==> src/rtl/skew_a_10x.sv <==
// Diagonal skew stage feeding the systolic MMU: lane k of each column vector is delayed by k extra cycles.
// Optional `SKEW_VEC_COUNT_EN` adds a 16-bit saturating vec_count of vectors accepted since leaving IDLE.
module skew_a_10x #(
    parameter int VAR_SIZE = 8,
    parameter int MMU_SIZE = 10
) (
    input  logic                         clk,
    input  logic                         rst_n,
    input  logic                         stop,
    input  logic [VAR_SIZE*MMU_SIZE-1:0] B1,
    input  logic                         in_valid,
    output logic [VAR_SIZE*MMU_SIZE-1:0] B1_skew,
    output logic [MMU_SIZE-1:0]          lane_valid,
    output logic                         busy,
    output logic                         done
`ifdef SKEW_VEC_COUNT_EN
    ,
    output logic [15:0]                  vec_count
`endif
);

    localparam int CNT_W = (MMU_SIZE > 2) ? $clog2(MMU_SIZE) : 1;
    localparam logic [CNT_W-1:0] DRAIN_LAST = CNT_W'(MMU_SIZE - 2);

    typedef enum logic [1:0] {
        S_IDLE,
        S_STREAM,
        S_DRAIN
    } state_t;

    state_t           state_q, state_d;
    logic [CNT_W-1:0] drain_cnt_q, drain_cnt_d;
    logic             done_d;

    // Per-lane shift chains; chain k has k+1 stages so lane k leaves k cycles after lane 0.
    for (genvar k = 0; k < MMU_SIZE; k++) begin : g_lane
        logic [VAR_SIZE-1:0] data_q [k+1];
        logic [k:0]          valid_q;

        always_ff @(posedge clk) begin
            if (!rst_n) begin
                // NOTE: the chain storage is reset on purpose: reset must discard in-flight data
                // and the outputs are defined as zero afterwards, so these are not don't-care RAM.
                for (int s = 0; s <= k; s++) begin
                    data_q[s] <= '0;
                end
                valid_q <= '0;
            end else if (!stop) begin
                // NOTE: non-blocking assignments let every stage sample its predecessor's old
                // value, so the whole chain shifts by exactly one position per edge.
                data_q[0]  <= in_valid ? B1[k*VAR_SIZE +: VAR_SIZE] : '0;
                valid_q[0] <= in_valid;
                for (int s = 1; s <= k; s++) begin
                    data_q[s]  <= data_q[s-1];
                    valid_q[s] <= valid_q[s-1];
                end
            end
        end

        assign B1_skew[k*VAR_SIZE +: VAR_SIZE] = data_q[k];
        assign lane_valid[k]                   = valid_q[k];
    end

    // Control FSM: DRAIN lasts until the last lane of the final vector has been presented.
    always_comb begin
        // NOTE: defaults first so every path assigns every output; without them a missed
        // branch would infer a latch.
        state_d     = state_q;
        drain_cnt_d = drain_cnt_q;
        done_d      = 1'b0;
        case (state_q)
            S_IDLE: begin
                if (in_valid) begin
                    state_d = S_STREAM;
                end
            end
            S_STREAM: begin
                if (!in_valid) begin
                    state_d     = S_DRAIN;
                    drain_cnt_d = '0;
                end
            end
            S_DRAIN: begin
                if (in_valid) begin
                    state_d = S_STREAM;
                end else if (drain_cnt_q == DRAIN_LAST) begin
                    state_d = S_IDLE;
                    done_d  = 1'b1;
                end else begin
                    drain_cnt_d = drain_cnt_q + CNT_W'(1);
                end
            end
            default: begin
                state_d = S_IDLE;
            end
        endcase
    end

    always_ff @(posedge clk) begin
        if (!rst_n) begin
            state_q     <= S_IDLE;
            drain_cnt_q <= '0;
            done        <= 1'b0;
        end else if (!stop) begin
            state_q     <= state_d;
            drain_cnt_q <= drain_cnt_d;
            done        <= done_d;
        end
    end

    assign busy = (state_q != S_IDLE);

`ifdef SKEW_VEC_COUNT_EN
    logic [15:0] vec_count_d;

    always_comb begin
        vec_count_d = vec_count;
        if (in_valid) begin
            if (state_q == S_IDLE) begin
                vec_count_d = 16'd1;
            end else if (vec_count != 16'hFFFF) begin
                vec_count_d = vec_count + 16'd1;
            end
        end
    end

    always_ff @(posedge clk) begin
        if (!rst_n) begin
            vec_count <= '0;
        end else if (!stop) begin
            vec_count <= vec_count_d;
        end
    end
`endif

endmodule

==> config.mk <==
export PLATFORM = sky130hd
export DESIGN_NAME = skew_a_10x
export DESIGN_NICKNAME = d
export VERILOG_FILES = /design/src/rtl/skew_a_10x.sv
export SDC_FILE = /design/constraint.sdc
export NUM_CORES = 1
export LEC_CHECK = 0
export CORE_ASPECT_RATIO = 1.5
export CORE_UTILIZATION = 30
export CTS_CLUSTER_SIZE = 24
export DETAILED_ROUTE_END_ITERATION = 16
export PLACE_DENSITY_LB_ADDON = 0.12
export REMOVE_ABC_BUFFERS = 1
export SETUP_SLACK_MARGIN = 0.2
export SYNTH_ARGS = -nofsm -noshare
export SYNTH_HDL_FRONTEND = slang
export SYNTH_SLANG_ARGS = --single-unit
==> constraint.sdc <==
create_clock -name clk -period 13.8 [get_ports clk]
set_input_delay 3.45 -clock clk [delete_from_list [all_inputs] [get_ports clk]]
set_output_delay 3.45 -clock clk [all_outputs]
set_load 0.05 [all_outputs]
=== Yosys cells after proc, flatten, opt, wreduce, memory -nomap -nowiden ===
Memory sizes are Yosys's and may differ from the RTL's.
Index checks and enable logic that the tools add are counted.

* Add/sub/neg operators: 1
* Bitwise logic cells: 55
* $lt $le $gt $ge: 0
* Multipliers: 0
* Reduce and logical (&&, ||, !) cells: 6
* Shift operators: 0
* Muxes and demuxes: 82
* Div/mod/pow operators: 0
* Equal/unequal tests: 8

{| class="wikitable"
|+ Operator list
! operator !! count
|-
| $mux 8 || 65
|-
| $or 1x1->1 || 54
|-
| $mux 4 || 3
|-
| $mux 1 || 8
|-
| $mux 2 || 4
|-
| $ne 2x2->1 const B || 4
|-
| $pmux 4 s2 || 1
|-
| $reduce_or 8->1 || 1
|-
| $pmux 2 s3 || 1
|-
| $reduce_and 5->1 || 1
|-
| $add 4x1->4 const B || 1
|-
| $eq 4x4->1 const B || 1
|-
| $reduce_and 4->1 || 1
|-
| $reduce_bool 2->1 || 2
|-
| $ne 3x3->1 const B || 1
|-
| $eq 2x1->1 const B || 1
|-
| $eq 2x2->1 const B || 1
|-
| $logic_not 2->1 || 1
|-
| $not 1->1 || 1
|}

* RAM bits: 440
* Output and inout port bits: 92
* Register bits: 62
* Memories kept: 10
* Bits in latches: 0
* Bits in read-only memories: 0

{| class="wikitable"
|+ Memory list
! memory !! depth !! width !! read ports !! clocked after memory_dff !! write ports !! RTL line !! RTL
|-
| g_lane[9].data_q || 10 || 8 || 10 || 0 || 10 || 37 || <nowiki>logic [VAR_SIZE-1:0] data_q [k+1];</nowiki>
|-
| g_lane[8].data_q || 9 || 8 || 9 || 0 || 9 || 37 ||
|-
| g_lane[7].data_q || 8 || 8 || 8 || 0 || 8 || 37 ||
|-
| g_lane[6].data_q || 7 || 8 || 7 || 0 || 7 || 37 ||
|-
| g_lane[5].data_q || 6 || 8 || 6 || 0 || 6 || 37 ||
|-
| g_lane[4].data_q || 5 || 8 || 5 || 0 || 5 || 37 ||
|-
| 4 more memories || -- || -- || -- || -- || -- || -- ||
|}

=== Logic depth before layout (Yosys ltp) ===
Gate-level depths: netlist (run 1).

* Depth in word-level cells: 5
* Depth in mapped cells: 7

=== Worst setup path before layout (run 1) ===
Ideal clock, no wire load.

* Kind: input port to flip-flop
* Start: input rst_n
* End: memory g_lane[0].data_q[0][0], enable pin
* Buffers on the path: 2
* Arrival: 10932 ps
* Setup time: 3186 ps
* Slack: -318 ps
* Stages on the path: 3
* Path through: buf_4 clkbuf_1 nand2_1

* Word-level cells in the longest chain between the ends: 4
* Elaborated cells on any way between the ends: 5

{| class="wikitable"
|+ Ends and longest elaborated chain
! element !! RTL line !! RTL
|-
| start, declared || 8 || <nowiki>input logic rst_n,</nowiki>
|-
| $mux 1 || 41 || <nowiki>if (!rst_n) begin</nowiki>
|-
| $mux 1 || 51 || <nowiki>data_q[0] <= in_valid ? B1[k*VAR_SIZE +: VAR_SIZE] : '0;</nowiki>
|-
| $reduce_or 8->1 (no line) || -- ||
|-
| $mux 1 (no line) (*) || -- ||
|-
| end, declared || 37 ||
|}

Mark *: on every way between the ends. The rest lies on a longest branch, timed or not.

==> impl_metrics.py, run 1 <==
metrics = {
    "run_status": {
        "status": "complete, no violations",
    },
    "sta": {
        "final.min_clock_period_ns": 6.51,
        "rsz0062_at_grt": "false",
        "drv_slew": 0,
        "hold_viol_final": 0,
        "final.setup.tns_ns": 0,
        "tightest_slew_ns": 1.03,
        "finClkSkew_ns": 0.0176,
        "relSlewSlack": 0.315,
        "timing.final.crit_share": 0.472,
        "max_freq_ghz": 0.154,
        "setup_violations": 0,
    },
    "global_route": {
        "grt_overflow": 0,
        "antenna_found_initial": 0,
        "grt_pass1_wl_mm": 41.0,
        "gr-usage-all-layers": 0.0879,
        "grt_max_degree": 248,
        "grt_pass1_vias": 7650,
    },
    "final_layout": {
        "final_nets": 1279,
        "postLayoutCoreUtil": 0.371,
        "syn2layout_area_growth_pct": 21.7,
        "fill_cells": 5438,
        "drive_gt1_frac": 0.0715,
    },
    "pwr": {
        "power.density_nw_per_um2": 145,
        "leakage_uw": 0.00812,
        "ir_worst_vdd_mv": 0.0773,
    },
    "detailed_routing": {
        "drt_iter0_markers": 474,
        "drc": 0,
        "routed-via-count": 7940,
        "viasPerCell": 3.98,
        "wirelength_mm": 25.8,
        "wire_per_inst_um": 12.9,
        "final_antenna_net_count": 0,
        "first_pass_iters": 6,
    },
    "die": {
        "num_io_pins": 176,
        "die_h_um": 296,
        "dieArea_um2": 58700,
        "die_w_um": 198,
        "fp-row-count": 107,
        "initial_core_util": 0.304,
        "core-area_um2": 56900,
    },
    "setup_path": {
        "crit_arrival_ns": 6.68,
        "cpMostUsedCell": "buf_4",
        "start_kind": "primary input",
        "cp.depth": 5,
        "endpoint_kind": "register",
        "max_stage_delay_ns": 0.85,
        "crit_fanout": 169,
        "cp_top_family": "buffers and inverters",
        "crit_slowest_cell": "buf_4",
        "critPathBufInv": 4,
        "reg2regPathDepth": 5,
        "crit_required_ns": 13.97,
        "worstSetupPathType": "in2reg",
        "cp_cell_sequence": "clkdlybuf4s50_1, buf_4, nand2_4, buf_4, buf_12",
    },
    "logic_synthesis": {
        "avgSynthCellArea_um2": 16.3,
        "synth-xor-area-share": 0,
        "synthMuxAreaShare": 0.00578,
        "synth_top_family_by_area": "simple AND/OR/NAND/NOR gates",
        "synth_compound_area_frac": 0.00433,
        "synthCells": 1063,
        "yosysWarnings": 0,
        "yosys_register_bits": 457,
        "synth_seq_area_share": 0.782,
        "synth.distinct_cells": 33,
        "synth-simple-area-share": 0.173,
        "synthAdderAreaFrac": 0.00144,
        "syn_area_um2": 17300,
    },
    "cts": {
        "postCtsSetupRepairBufs": 0,
        "clock_sinks": 457,
        "clk_latency_ns": 0.56,
        "numCtsBuffers": 47,
        "cts.clk_slew.worst_paths_ns": 0.06,
        "holdBufCountCts": 0,
        "h-tree-depth": 2,
        "clockRootBuffer": "clkbuf_16",
        "cts_tree": "built",
        "ctsResizeCount": 0,
        "clock_path_buffers": 3,
    },
    "placed_design": {
        "gp_congestion": 0.647,
        "hpwl_mm": 12.7,
        "portBuffers": 175,
    },
    "worst_hold_path": {
        "hold_depth": 1,
        "hold_path.class": "reg2reg",
    },
    "run": {
        "maxCapViolCount": 0,
    },
}
==> power breakdown <==
part / switching [µW] / total, µW / internal [µW]
logic: 120 / 188 / 68.1
registers: 15.6 / 1630 / 1610
clock network: 525 / 1240 / 717
total: 661 / 3060 / 2400
==> sequential cells by signal, summed over array words and instances, names as in the netlist <==
signal          flops
done                1
g_lane.data_q     440
drain_cnt_q         4
g_lane.valid_q     10
state_q             2
==> placed cells by master, fill, tap and decap left out, types with 2 or more instances in the layout <==
cell type	n
nor2b_1	11
nand4_1	2
clkinv_1	6
bufinv_16	4
and2_1	361
clkbuf_16	48
nand3_1	2
nand3b_1	2
inv_6	2
inv_1	2
nand2b_1	2
clkbuf_1	9
mux2i_1	10
and3_1	80
edfxtp_1	440
buf_12	2
nand2_1	9
o21ai_0	2
buf_4	8
ha_1	2
clkdlybuf4s50_1	174
dfxtp_1	17
and4b_1	2
clkinv_2	12
clkinvlp_4	3
==> cell families (layout without fill, tap and decap cells) <==
family / Yosys count / in the layout
flops: 457 / 457
other cells: 0 / 1
fa+ha+maj: 2 / 2
compound gates: 9 / 9
simple gates: 479 / 479
mux: 10 / 10
buf+inv: 106 / 274
==> cells in the mapped netlist, drive strengths merged <==
library cell / instances / area share
a21boi: 1 / 0.00043
a32o: 1 / 0.00058
a32oi: 1 / 0.00051
and2: 361 / 0.13
and2b: 1 / 0.00043
and3: 80 / 0.029
and3b: 1 / 0.00051
and4b: 2 / 0.0012
buf: 49 / 0.021
clkbuf: 55 / 0.012
dfxtp: 17 / 0.020
edfxtp: 440 / 0.76
ha: 2 / 0.0014
inv: 2 / 0.00043
mux2i: 10 / 0.0058
nand2: 10 / 0.0022
nand2b: 2 / 0.00072
nand3: 2 / 0.00058
nand3b: 2 / 0.00087
nand4: 2 / 0.00072
nand4b: 1 / 0.00051
nor2b: 11 / 0.0040
nor3b: 1 / 0.00043
o211ai: 1 / 0.00043
o21ai: 2 / 0.00058
o22ai: 1 / 0.00036
o41ai: 2 / 0.0014
or2: 1 / 0.00036
or3: 1 / 0.00036
or4b: 1 / 0.00079
==> routing by layer <==
metal  routed length [µm]  up-vias  global-route usage
li1                     -     3967                   -
met1                10900     3750               0.105
met2                12300      167               0.143
met3                 1720       56              0.0288
met4                  916        0              0.0420
met5                    0        -                   0
==> stage by stage <==
stage / setup WS, ns / power [µW] / cells / cell area, µm² / hold WS, ns
floorplan: 0.0160 / 1790 / 959 / 16800 / 0.473
global placement: 6.66 / 1850 / 1907 / 19600 / 0.485
detailed placement: 6.62 / 1850 / 1907 / 19600 / 0.489
CTS: 7.23 / 3120 / 1994 / 21100 / 0.500
global route: 6.94 / 3190 / 1994 / 21100 / 0.518
finish: 7.29 / 3060 / 1995 / 21100 / 0.498
==> final timing paths <==
path | startpoint | end | slack, ns
setup / recovery | rst_n | g_lane[3].data_q[3][4] | 7.29
setup reg to reg | drain_cnt_q[0] | drain_cnt_q[0] | 12.11
hold / removal | g_lane[9].data_q[4][7] | g_lane[9].data_q[5][7] | 0.50
hold reg to reg | g_lane[9].data_q[4][7] | g_lane[9].data_q[5][7] | 0.50
==> cell type report <==
class	instances	area (µm²)	share of cell area
clock inverter	30	279	0.0132
multi-input combinational	500	3200	0.152
inverter	2	7.51	0.000356
timing repair buffer	185	1850	0.0876
clock buffer	57	1230	0.0586
tap	763	955	0.0453
antenna	1	2.50	0.000119
sequential	457	13600	0.643
No activity file was read; power rests on OpenSTA's default activity.
==> inputs of run 2 (changes only) <==
- clock period: 13.8 -> 6.6 ns (I/O delays scaled with it)
==> run 2 against run 1 <==
  * Count of clock-buffer cells in the layout fell by 3
  * Clock power rose by 90%
  * Total power grew 100%
  * Routed wire length is 3.5% higher
  * Critical path type unchanged
  * Sequential cell count did not move
  * Clock skew decreased by 0.0016 ns
  * Critical path depth down 1
  * Setup slack got worse by 4.6 ns
  * Largest power group unchanged
  * Sequential share of layout area is 0.33 points higher
  * Register-to-register slack lost 7.2 ns
  * Largest cell class unchanged
  * Via count rose by 0.39%
==> impl_metrics.py, run 2 (same netlist as run 1, synthesis figures left out) <==
metrics = {
    "placed_design": {
        "portBuffers": 175,
        "hpwl_mm": 14.1,
        "gp_congestion": 0.653,
    },
    "pwr": {
        "leakage_uw": 0.00807,
        "p_total_uw": 6150,
        "ir_worst_vdd_mv": 0.158,
        "power.density_nw_per_um2": 293,
    },
    "sta": {
        "relSlewSlack": 0.327,
        "final.setup.tns_ns": 0,
        "timing.final.crit_share": 0.593,
        "final.min_clock_period_ns": 3.91,
        "rsz0062_at_grt": "false",
        "hold_viol_final": 0,
        "setup_violations": 0,
        "drv_slew": 0,
        "tightest_slew_ns": 1.01,
        "whs_ns": 0.503,
        "finClkSkew_ns": 0.0160,
        "max_freq_ghz": 0.256,
    },
    "final_layout": {
        "final_common_cell": "edfxtp_1",
        "n_antenna_cell": 0,
        "drive_gt1_frac": 0.0622,
        "final_cell_mix": "edfxtp_1, and2_1, clkdlybuf4s50_1, and3_1, clkbuf_16",
        "fill_cells": 5428,
        "largest_register_ffs": 440,
        "syn2layout_area_growth_pct": 21.1,
        "top_register": "g_lane.data_q",
        "final_nets": 1285,
        "top_regs": "g_lane.data_q (440), g_lane.valid_q (10), drain_cnt_q (4)",
    },
    "detailed_routing": {
        "viasPerCell": 4.02,
        "final_antenna_net_count": 0,
        "drt_iter0_markers": 454,
        "first_pass_iters": 4,
        "wire_per_inst_um": 13.5,
        "wirelength_mm": 26.7,
        "routed-via-count": 7971,
        "drc": 0,
    },
    "global_route": {
        "grt_pass1_vias": 7808,
        "gr-usage-all-layers": 0.0923,
        "grt_pass1_wl_mm": 42.2,
        "grt_max_degree": 97,
        "grt_overflow": 0,
        "antenna_found_initial": 2,
    },
    "setup_path": {
        "rr_startpoint": "drain_cnt_q[0]",
        "cp_cell_sequence": "clkdlybuf4s50_1, nand2_4, buf_12, buf_12",
        "endpoint_kind": "register",
        "max_stage_delay_ns": 0.79,
        "critPathBufInv": 3,
        "crit_arrival_ns": 4.15,
        "r2r_setup_slack_ns": 4.94,
        "reg2reg_to": "drain_cnt_q[1]",
        "reg2regPathDepth": 5,
        "crit_required_ns": 6.83,
        "cp.depth": 4,
        "crit_fanout": 72,
        "worstSetupPathType": "in2reg",
        "crit_slowest_cell": "nand2_4",
        "cpMostUsedCell": "buf_12",
        "start_kind": "primary input",
        "cp_top_family": "buffers and inverters",
    },
    "worst_hold_path": {
        "min_to": "g_lane[1].valid_q[0]",
        "hold_depth": 2,
        "hold_start": "g_lane[1].valid_q[0]",
        "hold_path.class": "reg2reg",
    },
    "die": {
        "die_h_um": 296,
        "dieArea_um2": 58700,
        "core-area_um2": 56900,
        "die_w_um": 198,
        "initial_core_util": 0.304,
        "fp-row-count": 107,
        "num_io_pins": 176,
    },
    "cts": {
        "clock_path_buffers": 3,
        "cts_tree": "built",
        "cts.clk_slew.worst_paths_ns": 0.06,
        "clockRootBuffer": "clkbuf_16",
        "clk_latency_ns": 0.56,
        "holdBufCountCts": 0,
        "postCtsSetupRepairBufs": 0,
        "ctsResizeCount": 0,
        "h-tree-depth": 2,
        "clock_sinks": 457,
        "numCtsBuffers": 46,
    },
    "run_status": {
        "status": "complete, no violations",
    },
    "run": {
        "maxCapViolCount": 0,
    },
}
run 2: worst max path at each step:
stage,start,endpoint
6_report,rst_n,g_lane[9].data_q[2][4]
4_1_cts,rst_n,g_lane[3].data_q[0][3]
3_5_place_dp,rst_n,g_lane[2].data_q[0][10]
3_3_place_gp,rst_n,g_lane[0].data_q[0][7]
5_1_grt,rst_n,g_lane[2].data_q[0][10]
2_1_floorplan,stop,g_lane[0].data_q[0][0]
run 2: worst min-delay path, cell delays in order, from the launching register on:
cell and delay, ns:
dfxtp_1 0.33, nand3_1 0.08, nand2_1 0.05
run 2: metal layers:
metal,GRT usage,part of all wire,up-vias
li1,-,-,3970
met1,0.109,0.42,3768
met2,0.150,0.48,171
met3,0.0321,0.069,58
met4,0.0429,0.034,4
met5,0,0.00071,-
run 2: report_power, final:
part	leakage [µW]	internal [µW]	total [µW]	switching (µW)
Sequential	0.00499	3360	3400	33.3
Combinational	0.00245	149	403	254
Clock	0.000629	1300	2350	1050
run 2: cell type report:
class	instances	area, µm²	share of cell area
multi-input combinational	500	3200	0.153
clock buffer	54	1180	0.0563
clock inverter	17	111	0.00531
inverter	2	7.51	0.000358
timing repair buffer	192	1960	0.0935
sequential	457	13600	0.646
tap	763	955	0.0455
run 2: metrics by stage:
stage | cell area [µm²] | util | cells | worst slack (ns)
finish | 21000 | 0.369 | 1985 | 2.69
global route | 21000 | 0.369 | 1985 | 2.49
CTS | 21000 | 0.369 | 1985 | 2.64
detailed placement | 19700 | 0.346 | 1914 | 2.01
global placement | 19700 | 0.346 | 1914 | 2.11
floorplan | 16800 | - | 959 | -5.38
==> inputs of run 3 (changes only) <==
- clock period: 6.6 -> 4 ns (I/O delays scaled with it)
==> run 3 against run 2 <==
  * Design area rose by 1.1%
  * Routed wire length fell by 1.7%
  * Count of clock-buffer cells in the layout rose by 5
  * Sequential power rose by 65%
  * Non-clock buffer count rose by 5
  * Clock skew rose by 0.0060 ns
  * Sequential cell count did not move
  * Global-route usage fell by 0.21 points
  * Hold slack got worse by 0.0093 ns
  * Total power rose by 70%
  * Via count rose by 0.49%
  * Register-to-register slack got worse by 2.7 ns
==> impl_metrics.py, run 3 (same netlist as run 1, synthesis figures left out) <==
metrics = {
    "run_status": {
        "status": "complete, no violations",
    },
    "cts": {
        "h-tree-depth": 2,
        "postCtsSetupRepairBufs": 0,
        "clk_latency_ns": 0.57,
        "ctsResizeCount": 0,
        "numCtsBuffers": 47,
        "clockRootBuffer": "clkbuf_16",
        "holdBufCountCts": 0,
        "clock_sinks": 457,
        "cts_tree": "built",
        "cts.clk_slew.worst_paths_ns": 0.06,
        "clock_path_buffers": 3,
    },
    "global_route": {
        "gr-usage-all-layers": 0.0903,
        "grt_pass1_vias": 7767,
        "antenna_found_initial": 0,
        "grt_overflow": 0,
        "grt_max_degree": 141,
        "grt_pass1_wl_mm": 41.7,
    },
    "final_layout": {
        "final_cell_mix": "edfxtp_1, and2_1, clkdlybuf4s50_1, and3_1, clkbuf_16",
        "largest_register_ffs": 440,
        "n_antenna_cell": 0,
        "final-instance-count-excl-fill": 2002,
        "final_common_cell": "edfxtp_1",
        "syn2layout_area_growth_pct": 22.5,
        "final_nets": 1291,
        "top_register": "g_lane.data_q",
        "top_regs": "g_lane.data_q (440), g_lane.valid_q (10), drain_cnt_q (4)",
        "drive_gt1_frac": 0.0734,
    },
    "setup_path": {
        "crit_fanout": 9,
        "rr_startpoint": "drain_cnt_q[0]",
        "start_kind": "register",
        "max_stage_delay_ns": 0.79,
        "cp.depth": 2,
        "cp_top_family": "buffers and inverters",
        "reg2reg_to": "drain_cnt_q[0]",
        "r2r_setup_slack_ns": 2.23,
        "critPathBufInv": 1,
        "cp_cell_sequence": "or2_2, clkdlybuf4s50_1",
        "crit_arrival_ns": 1.99,
        "crit_required_ns": 3.00,
        "reg2regPathDepth": 5,
        "worstSetupPathType": "reg2out",
        "endpoint_kind": "output port",
        "crit_slowest_cell": "clkdlybuf4s50_1",
    },
    "detailed_routing": {
        "routed-via-count": 8010,
        "drt_iter0_markers": 397,
        "drc": 0,
        "wirelength_mm": 26.3,
        "first_pass_iters": 4,
        "viasPerCell": 4.00,
        "final_antenna_net_count": 0,
        "wire_per_inst_um": 13.1,
    },
    "sta": {
        "tightest_slew_ns": 0.607,
        "final.setup.tns_ns": 0,
        "max_freq_ghz": 0.334,
        "relSlewSlack": 0.596,
        "finClkSkew_ns": 0.0220,
        "drv_slew": 0,
        "setup_violations": 0,
        "rsz0062_at_grt": "false",
        "hold_viol_final": 0,
        "timing.final.crit_share": 0.748,
        "final.min_clock_period_ns": 2.99,
    },
    "pwr": {
        "power.density_nw_per_um2": 492,
        "leakage_uw": 0.00819,
        "ir_worst_vdd_mv": 0.287,
    },
    "die": {
        "initial_core_util": 0.304,
        "num_io_pins": 176,
        "core-area_um2": 56900,
        "die_w_um": 198,
        "die_h_um": 296,
        "fp-row-count": 107,
        "dieArea_um2": 58700,
    },
    "placed_design": {
        "gp_congestion": 0.655,
        "dp.cells": 1919,
        "hpwl_mm": 14.2,
        "portBuffers": 175,
    },
    "worst_hold_path": {
        "hold_start": "g_lane[9].data_q[2][3]",
        "hold_depth": 1,
        "min_to": "g_lane[9].data_q[3][3]",
        "hold_path.class": "reg2reg",
    },
    "run": {
        "maxCapViolCount": 0,
    },
}
==> run 3: cell count changes in the layout (fill, tap and decap cells not counted) <==
cell        before  now
clkinvlp_4       1    0
inv_16           0    1
clkinv_1        10    8
clkinv_2         4    7
bufinv_16        1    3
clkbuf_16       46   47
buf_4           10   12
clkinv_8         1    2
clkinv_4         0    3
clkbuf_1         8   12
buf_12           7   10
==> run 3: power breakdown <==
group | leakage (µW) | total [µW] | switching [µW] | internal [µW]
logic | 0.00248 | 671 | 417 | 254
registers | 0.00499 | 5600 | 53.8 | 5550
clock network | 0.000712 | 4170 | 1800 | 2370
total | 0.00819 | 10400 | 2270 | 8170
==> run 3: how the worst max path moves through the flow <==
stage / slack, ns / endpoint / startpoint
2_1_floorplan: -7.33 / g_lane[0].data_q[0][0] / stop
5_1_grt: 0.90 / busy / state_q[1]
3_3_place_gp: 0.99 / g_lane[0].data_q[0][0] / stop
3_5_place_dp: 0.97 / g_lane[0].data_q[0][5] / stop
6_report: 1.01 / busy / state_q[0]
4_1_cts: 0.96 / busy / state_q[0]
==> run 3: metal layers <==
layer | share of wire | wire, µm | global-route usage | up-vias
li1 | - | - | - | 4003
met2 | 0.49 | 12800 | 0.148 | 170
met4 | 0.038 | 996 | 0.0452 | 0
met1 | 0.41 | 10700 | 0.106 | 3773
met3 | 0.067 | 1750 | 0.0280 | 64
met5 | 0 | 0 | 0 | -
==> run 3: final cells by class <==
class	instances	area, µm²
Timing Repair Buffer	197	2040
Clock inverter	24	234
Inverter	2	7.51
Sequential cell	457	13600
Multi-Input combinational cell	500	3200
Clock buffer	59	1220
Fill cell	5334	35700
Tap cell	763	955
==> run 3: worst register-to-register path, delay by kind of cell, from the launching register on <==
family | cells | cell delay (ns)
compound gates | 2 | 0.68
fa+ha+maj | 1 | 0.22
buf+inv | 1 | 0.10
flops | 1 | 0.41
simple gates | 1 | 0.22
==> run 3: per-stage QoR <==
step            util  total power (µW)  area [µm²]  worst slack [ns]  hold slack, ns
2_1_floorplan      -              6180       16800             -7.33           0.473
3_3_place_gp   0.347              6380       19800             0.994           0.488
3_5_place_dp   0.347              6400       19800             0.966           0.485
4_1_cts        0.373             10700       21200             0.958           0.491
5_1_grt        0.373             10900       21200             0.900           0.509
6_report       0.373             10400       21200              1.01           0.493
